## src/rtl/nn_pkg.sv

```systemverilog
// Shared Q8.8 neural-datapath definitions: word format, saturation
// limits, the constant one, and the MAC accumulator state encoding.
package nn_pkg;

    localparam int DATA_WIDTH  = 16;
    localparam int FRACT_WIDTH = 8;

    localparam logic [DATA_WIDTH-1:0] SAT_MAX = 16'h7FFF;
    localparam logic [DATA_WIDTH-1:0] SAT_MIN = 16'h8000;
    localparam logic [DATA_WIDTH-1:0] ONE_Q88 = 16'h0100;

    typedef enum logic [1:0] {
        ST_IDLE  = 2'd0,
        ST_ACC   = 2'd1,
        ST_FINAL = 2'd2,
        ST_OUT   = 2'd3
    } mac_state_e;

endpackage

```

## src/rtl/q_round_sat.sv

```systemverilog
// Combinational round-half-up and saturate from a wide fixed-point
// accumulator (FRACT_WIDTH extra fractional bits) down to a data word.
// Ports: acc_in (wide signed), q_out (rounded/clipped word),
//        sat_out (1 when q_out was clipped).
module q_round_sat #(
    parameter int ACC_WIDTH   = 40,
    parameter int DATA_WIDTH  = 16,
    parameter int FRACT_WIDTH = 8
) (
    input  logic signed [ACC_WIDTH-1:0]  acc_in,
    output logic signed [DATA_WIDTH-1:0] q_out,
    output logic                         sat_out
);

    localparam logic signed [ACC_WIDTH-1:0] HALF =
        ACC_WIDTH'(1) <<< (FRACT_WIDTH - 1);

    localparam logic signed [ACC_WIDTH-1:0] MAX_V =
        {{(ACC_WIDTH-DATA_WIDTH+1){1'b0}},
         {(DATA_WIDTH-1){1'b1}}};

    localparam logic signed [ACC_WIDTH-1:0] MIN_V =
        {{(ACC_WIDTH-DATA_WIDTH+1){1'b1}},
         {(DATA_WIDTH-1){1'b0}}};

    logic signed [ACC_WIDTH-1:0] biased;
    logic signed [ACC_WIDTH-1:0] rounded;

    // Adding half an LSB before an arithmetic shift rounds half toward +inf.
    assign biased  = acc_in + HALF;
    assign rounded = biased >>> FRACT_WIDTH;

    always_comb begin
        q_out   = rounded[DATA_WIDTH-1:0];
        sat_out = 1'b0;
        if (rounded > MAX_V) begin
            q_out   = {1'b0, {(DATA_WIDTH-1){1'b1}}};
            sat_out = 1'b1;
        end else if (rounded < MIN_V) begin
            q_out   = {1'b1, {(DATA_WIDTH-1){1'b0}}};
            sat_out = 1'b1;
        end
    end

endmodule

```

## src/rtl/neuron_mac_accumulator.sv

```systemverilog
// Streaming Q8.8 dot product + bias ahead of the tanh stage.
// Ports: clk, reset (async, active low); x_in/w_in/bias_in with
//        in_valid/in_ready; out_data/out_sat with out_valid/out_ready.
module neuron_mac_accumulator #(
    parameter int DATA_WIDTH  = nn_pkg::DATA_WIDTH,
    parameter int FRACT_WIDTH = nn_pkg::FRACT_WIDTH,
    parameter int N_TAPS      = 8,
    parameter int ACC_WIDTH   = 40
) (
    input  logic                         clk,
    input  logic                         reset,
    input  logic signed [DATA_WIDTH-1:0] x_in,
    input  logic signed [DATA_WIDTH-1:0] w_in,
    input  logic signed [DATA_WIDTH-1:0] bias_in,
    input  logic                         in_valid,
    output logic                         in_ready,
    output logic signed [DATA_WIDTH-1:0] out_data,
    output logic                         out_valid,
    input  logic                         out_ready,
    output logic                         out_sat
);

    import nn_pkg::*;

    localparam int CNT_W = 8;
    localparam logic [CNT_W-1:0] LAST = CNT_W'(N_TAPS - 1);

    mac_state_e state_q, state_d;
    logic signed [ACC_WIDTH-1:0]  acc_q, acc_d;
    logic [CNT_W-1:0]             cnt_q, cnt_d;
    logic signed [DATA_WIDTH-1:0] out_data_q, out_data_d;
    logic                         out_valid_q, out_valid_d;
    logic                         out_sat_q, out_sat_d;
    logic                         live_q, live_d;

    logic signed [2*DATA_WIDTH-1:0] prod;
    logic signed [ACC_WIDTH-1:0]    prod_ext;
    logic signed [ACC_WIDTH-1:0]    bias_ext;
    logic signed [DATA_WIDTH-1:0]   rs_data;
    logic                           rs_sat;
    logic                           beat;

    assign prod     = x_in * w_in;
    assign prod_ext = {{(ACC_WIDTH-2*DATA_WIDTH){prod[2*DATA_WIDTH-1]}}, prod};
    // Bias is Q8.8; shifting aligns it with the Q16.16 products.
    assign bias_ext = {{(ACC_WIDTH-DATA_WIDTH-FRACT_WIDTH){bias_in[DATA_WIDTH-1]}},
                       bias_in, {FRACT_WIDTH{1'b0}}};

    // live_q keeps in_ready low until the first edge after reset release.
    assign in_ready = live_q &&
                      (state_q == ST_IDLE || state_q == ST_ACC);
    assign beat     = in_valid && in_ready;

    assign out_data  = out_data_q;
    assign out_valid = out_valid_q;
    assign out_sat   = out_sat_q;

    q_round_sat #(
        .ACC_WIDTH   (ACC_WIDTH),
        .DATA_WIDTH  (DATA_WIDTH),
        .FRACT_WIDTH (FRACT_WIDTH)
    ) u_round (
        .acc_in  (acc_q),
        .q_out   (rs_data),
        .sat_out (rs_sat)
    );

    always_comb begin
        state_d     = state_q;
        acc_d       = acc_q;
        cnt_d       = cnt_q;
        out_data_d  = out_data_q;
        out_valid_d = out_valid_q;
        out_sat_d   = out_sat_q;
        live_d      = 1'b1;
        unique case (state_q)
            ST_IDLE: begin
                if (beat) begin
                    acc_d   = prod_ext + bias_ext;
                    cnt_d   = CNT_W'(1);
                    state_d = (N_TAPS == 1) ? ST_FINAL : ST_ACC;
                end
            end
            ST_ACC: begin
                if (beat) begin
                    acc_d = acc_q + prod_ext;
                    cnt_d = cnt_q + CNT_W'(1);
                    if (cnt_q == LAST) state_d = ST_FINAL;
                end
            end
            ST_FINAL: begin
                out_data_d  = rs_data;
                out_sat_d   = rs_sat;
                out_valid_d = 1'b1;
                state_d     = ST_OUT;
            end
            ST_OUT: begin
                if (out_ready) begin
                    out_valid_d = 1'b0;
                    out_sat_d   = 1'b0;
                    cnt_d       = '0;
                    state_d     = ST_IDLE;
                end
            end
            default: state_d = ST_IDLE;
        endcase
    end

    always_ff @(posedge clk or negedge reset) begin
        if (!reset) begin
            state_q     <= ST_IDLE;
            acc_q       <= '0;
            cnt_q       <= '0;
            out_data_q  <= '0;
            out_valid_q <= 1'b0;
            out_sat_q   <= 1'b0;
            live_q      <= 1'b0;
        end else begin
            state_q     <= state_d;
            acc_q       <= acc_d;
            cnt_q       <= cnt_d;
            out_data_q  <= out_data_d;
            out_valid_q <= out_valid_d;
            out_sat_q   <= out_sat_d;
            live_q      <= live_d;
        end
    end

endmodule

```

## config.mk

```make
export PLATFORM = sky130hd
export DESIGN_NAME = neuron_mac_accumulator
export DESIGN_NICKNAME = d
export VERILOG_FILES = /design/src/rtl/nn_pkg.sv /design/src/rtl/q_round_sat.sv /design/src/rtl/neuron_mac_accumulator.sv
export SDC_FILE = /design/constraint.sdc
export NUM_CORES = 1
export LEC_CHECK = 0
export BUFFER_PORTS_ARGS = -buffer_cell sky130_fd_sc_hd__buf_2
export CAP_MARGIN = 5
export CELL_PAD_IN_SITES_DETAIL_PLACEMENT = 0
export CELL_PAD_IN_SITES_GLOBAL_PLACEMENT = 2
export CORE_MARGIN = 1.5
export CORE_UTILIZATION = 41
export DETAILED_ROUTE_END_ITERATION = 6
export PLACE_DENSITY_LB_ADDON = 0.12
export RECOVER_POWER = 50
export SLEW_MARGIN = 40
export SYNTH_ARGS = -nofsm -noshare
export SYNTH_HDL_FRONTEND = slang
export SYNTH_SLANG_ARGS = --single-unit
```

## constraint.sdc

```tcl
create_clock -name clk -period 3.92 [get_ports clk]
set_input_delay 0.784 -clock clk [delete_from_list [all_inputs] [get_ports clk]]
set_output_delay 0.784 -clock clk [all_outputs]
set_load 0.01 [all_outputs]
```

; ---- After elaboration in Yosys (flattened, before gate mapping)
; Cells that the tools add are included.
[classes]
mul = 1
addsub = 4
magnitude_cmp = 2
n_mux = 19
n_reduce_logical = 11
n_eq_ne = 8
[op_table]
columns = op, count
row1 = 40-bit 2-to-1 mux, 2
row2 = 40-bit one-hot mux with 2 select lines, 1
row3 = 40-bit by 32-bit adder with 40-bit output, 1
row4 = 40-bit by 9-bit adder with 40-bit output (second input constant), 1
row5 = 32-bit by 24-bit adder with 33-bit output, 1
row6 = 32-bit by 16-bit > comparator with 1-bit output (second input constant), 1
row7 = 32-bit by 16-bit < comparator with 1-bit output (second input constant), 1
row8 = 16-bit by 16-bit multiplier with 32-bit output, 1
row9 = 16-bit 2-to-1 mux, 2
row10 = 8-bit 2-to-1 mux, 3
row11 = 8-bit one-hot mux with 3 select lines, 1
row12 = 8-bit by 1-bit adder with 8-bit output (second input constant), 1
row13 = 8-bit by 3-bit equality test with 1-bit output (second input constant), 1
row14 = 2-bit 2-to-1 mux, 4
row15 = 2-bit one-hot mux with 4 select lines, 1
row16 = 4-bit AND reduction, 2
row17 = 2-bit inequality test (second input constant), 3
row18 = 2-bit equality test (second input constant), 2
row19 = 1-bit one-hot mux with 2 select lines, 2
row20 = 2-bit nonzero test, 2
row21 = 1-bit 2-to-1 mux, 3
row22 = 3-bit AND reduction, 1
row23 = 3-bit nonzero test, 1
row24 = 2-bit by 1-bit equality test with 1-bit output (second input constant), 1
row25 = 5 further kinds, 6
[word_totals]
elab_cells = 52
output_inout_bits = 19
register_bits = 69

; ---- Depth between registers and ports, before layout
[depth]
ltp_word = 6
ltp_mapped = 36

; ---- Hierarchy
; Synthesis repeated with hierarchy kept, for this count alone.
[hier_totals]
cells_unflattened = 2001
hier_area_um2 = 17133.9
[modules_own_cells]
columns = mod, cells_each, area_each_um2, n_inst, seq_area_each_um2
row1 = neuron_mac_accumulator, 1833, 15975.3, 1, 1726.7
row2 = q_round_sat, 168, 1158.6, 1, 0.0

; ---- Least setup slack after synthesis
; No wires, ideal clock.
[synth_path]
path_kind = input to register
start = in x_in[15]
end = reg acc_q[38]
slack_ps = -5144
path_stages = 32
arrival_time_ps = 8937
setup_time_ps = 127
path_cell_list = clkbuf_1 nand2_1 fa_1 inv_1 fa_1 fa_1 fa_1 fa_1 inv_1 fa_1 inv_1 ha_1 a2111oi_2 o21ai_0 a31o_2 a221oi_1 a21oi_1 o211ai_1 nor3b_2 inv_1 ha_1 clkbuf_1 a21oi_1 o21ai_0 a21oi_1 nor2b_1 o21a_1 a2111oi_0 a32oi_1 xor2_1 nand2_1 a21oi_1
[synth_via]
elab_chain_cells = 4
elab_cells_between_ends = 6
classes_between = add/sub (2) / mul (1) / mux (3)
[synth_lines]
columns = element, line_no
row1 = start: declaration, neuron_mac_accumulator.sv:12  ; input logic signed [DATA_WIDTH-1:0] x_in,
row2 = 16-bit by 16-bit multiplier with 32-bit output (*), neuron_mac_accumulator.sv:43  ; assign prod = x_in * w_in;
row3 = 40-bit by 32-bit adder with 40-bit output or 32-bit by 24-bit adder with 33-bit output (tied branches), "neuron_mac_accumulator.sv:86, neuron_mac_accumulator.sv:79"
row4 = 40-bit 2-to-1 mux (on tied branches), "neuron_mac_accumulator.sv:85, neuron_mac_accumulator.sv:78"
row5 = 40-bit one-hot mux with 2 select lines (*), neuron_mac_accumulator.sv:76  ; unique case (state_q)
row6 = end signal: assignment, neuron_mac_accumulator.sv:112  ; acc_q <= '0;
row7 = end signal: assignment, neuron_mac_accumulator.sv:120  ; acc_q <= acc_d;
row8 = end: declaration, neuron_mac_accumulator.sv:29  ; logic signed [ACC_WIDTH-1:0] acc_q, acc_d;
; Every way passes the cells marked *; elsewhere a longest branch is shown, timed or not. The select of a mux whose other input is x is not followed.
; A chain may end at the register's enable or synchronous reset.

; ---- Worst setup path in the final report
[layout_path]
start = in w_in[5]
end = reg acc_q[39]
[layout_via]
elab_chain_cells = 4
elab_cells_between_ends = 6
classes_between = add/sub (2) / mul (1) / mux (3)
[layout_lines]
columns = element, line_no
row1 = start: declaration, neuron_mac_accumulator.sv:13  ; input logic signed [DATA_WIDTH-1:0] w_in,
row2 = 16-bit by 16-bit multiplier with 32-bit output (*), neuron_mac_accumulator.sv:43
row3 = 40-bit by 32-bit adder with 40-bit output or 32-bit by 24-bit adder with 33-bit output (tied branches), "neuron_mac_accumulator.sv:86, neuron_mac_accumulator.sv:79"
row4 = 40-bit 2-to-1 mux (on tied branches), "neuron_mac_accumulator.sv:85, neuron_mac_accumulator.sv:78"
row5 = 40-bit one-hot mux with 2 select lines (*), neuron_mac_accumulator.sv:76
; Marked as above.

==> metrics.csv <==
metric,value,unit
seq_area_frac_synth,0.102,
preCtsSetupSlack,-4.82,ns
synth_top_family_by_area,adder cells,
cts_tree,done,
synth-xor-area-share,0.0549,
cpPeakStageDelay,0.55,ns
dpl-instance-area,21100,sq um
post-route-min-period,8.14,ns
yosys.area_share.adder,0.426,
finalSetupViolCount,35,
wl_per_cell,16.0,microns
gp_congestion,0.877,
slew_headroom,-0.961,
slowest_stage,fa_1,
synth_top_area_share,0.313,
cts_max_level,3,
worst_slew_pin_slew,2.94,ns
ys_async_sr_fraction,1.00,
grt_max_degree,68,
maxCapViolCount,1,
drc,0,
cp_top_family,adder cells,
cp.required,4.13,ns
port_buffers,70,
numCtsBuffers,9,
report.final.slew_viol_count,50,
antenna_found_initial,0,
yosysWarningCount,0,
clockBufferDepth,2,
fin_worst_skew,0.00445,ns
ys_ff_latch,69,
first_iter_violations,586,
synth_edf_count,0,
core,40700,sq um
cts-root-buf,clkbuf_16,
netlist_area,16900,sq um
synth.area.mux_share,0.0104,
clkTransAtPathRegs,0.06,ns
yosysTopAreaCell,fa_1,
drive_gt1_frac,0.343,
vias,15100,
syn_inst,1971,
place_hpwl,38.9,mm
crit_buf_inv,8,
final_nets,2899,
clock.fmax,0.123,GHz
synth_simple_gate_area_share,0.173,
drt-pass1-iter-count,5,
setup.worst_path.start_class,input pin,
worst_r2r_path_depth,11,
min_period_over_period,2.08,
critPathMaxFanout,8,
finalWorstSetupSlack,-4.22,ns
synthTopCellsByArea,"fa_1 31%, ha_1 11%, dfrtp_1 10%, inv_1 7.7%, and2_1 4.9%",
cts_hold_buf,0,
rrSetupSlack,0.53,ns
worstSetupPathType,input pin to register,
synth_flop_cell,dfrtp_1,
area_growth,40.1,%
yosys-top-cells-count,"346 x inv_1, 264 x fa_1, 202 x nand2_1, 153 x ha_1, 131 x and2_1",
critical_path_cell_count,36,
num_rows,74,
grt_pass1_vias,15300,
crit_top_cell,fa_1,
synth_compound_area_frac,0.141,
n_fill_cell,3725,
grt_use_total,0.226,
yosysMostFrequentCell,inv_1,
hold_viol,0,
worst_ep_arrival_time,8.34,ns
fin_area,23700,sq um
ys_types,72,
n_antenna_cell,0,
die_h,206,microns
drt.antenna.violating_nets,0,
wirelength,47.5,mm
clock_sinks,69,
synth_area_per_cell,8.57,sq um
outcome,finished with violations,
grt_setup_unrepaired,true,
synth_nets,2440,
dieArea,42400,sq um
hold_class,register to register,
die_w,206,microns
grt_overflow,0,
violations,"max-capacitance violations, max-slew violations, negative setup slack",
grt_pass1_wl,76.3,mm
insertion_delay,0.34,ns
vias_per_cell,5.09,
holdPathStages,2,
end_kind,register,
start_util,0.415,
ios,71,
==> flip-flops by register name (all words and copies together) (netlist names) <==
signal,flops
acc_q,40
out_data,16
cnt_q,8
state_q,2
live_q,1
out_sat,1
out_valid,1
==> final timing paths <==
path / from / to
setup / recovery: w_in[5] / acc_q[39]
hold / removal: acc_q[0] / acc_q[0]
setup reg to reg: acc_q[8] / out_data[0]
hold reg to reg: acc_q[0] / acc_q[0]
max in group asynchronous: reset / acc_q[1]
min in group asynchronous: reset / acc_q[35]
==> kinds of logic after synthesis <==
| family | Yosys count |
|---|---|
| adders and majority gates | 417 |
| DFF | 69 |
| muxes | 17 |
| other | 1 |
| xor gates and xnor gates | 106 |
| and+or+nand+nor | 588 |
| buffers and inverters | 412 |
| AOI/OAI and AO/OA | 361 |
==> final cells by class <==
class                      count  area [sq um]  area share
multi-input combinational   1490         15500       0.653
sequential                    69          1730      0.0729
tap                          532           666      0.0281
inverter                     346          1300      0.0551
timing repair buffer         514          4190       0.177
clock inverter                 5          83.8     0.00354
clock buffer                  11           243      0.0102
==> metal layers <==
metal / GRT usage / part of all wire
met3: 0.0188 / 0.021
met2: 0.397 / 0.52
met5: 0 / 0
met1: 0.308 / 0.45
met4: 0.0316 / 0.0088
==> worst min-delay path, delay by kind of cell (launching register included) <==
family | cells | cell delay (ns)
AOI/OAI and AO/OA | 1 | 0.06
DFF | 1 | 0.35
and+or+nand+nor | 1 | 0.05
==> per-stage QoR <==
step	instances	utilization	hold WS, ns	TNS [ns]
after global placement	2891	0.517	0.470	-133.50
after floorplan	1971	-	0.456	-109.42
after detailed placement	2891	0.517	0.481	-134.87
after CTS	2945	0.560	0.495	-113.19
final	2967	0.581	0.490	-112.78
after global routing	2967	0.581	0.512	-121.68
==> layout by cell type, fill, tap and decap left out, drive strengths merged, types with 5 or more instances in the layout <==
| cell type | synthesis | routed |
|---|---|---|
| a21o | 43 | 43 |
| nand3 | 34 | 34 |
| or2 | 8 | 8 |
| nor3 | 20 | 20 |
| nand2b | 13 | 13 |
| dfrtp | 69 | 69 |
| and2 | 131 | 131 |
| and3 | 14 | 14 |
| a211oi | 14 | 14 |
| o31ai | 6 | 6 |
| a31oi | 11 | 11 |
| o21ai | 91 | 91 |
| nor2b | 8 | 8 |
| clkbuf | 59 | 15 |
| a2111oi | 5 | 5 |
| buf | 7 | 510 |
| o211ai | 13 | 13 |
| or3 | 12 | 12 |
| o21bai | 13 | 13 |
| nor2 | 106 | 106 |
| a21oi | 87 | 87 |
| o21a | 15 | 15 |
| o22a | 14 | 14 |
| xnor2 | 67 | 67 |
| nand2 | 202 | 202 |
| mux2i | 12 | 12 |
| o31a | 6 | 6 |
| xor2 | 39 | 39 |
| inv | 346 | 346 |
| nand4 | 16 | 16 |
| ha | 153 | 153 |
| mux2 | 5 | 5 |
| fa | 264 | 264 |
==> repair_timing <==
item	in CTS	in global routing
gates resized for setup	257	149
setup endpoints to repair	36	36
buffers inserted	42	30
pin swaps	153	169
Power is left out: the tool's default activity adds up to more than one toggle a clock period on the data nets, which glitch-free logic cannot reach.
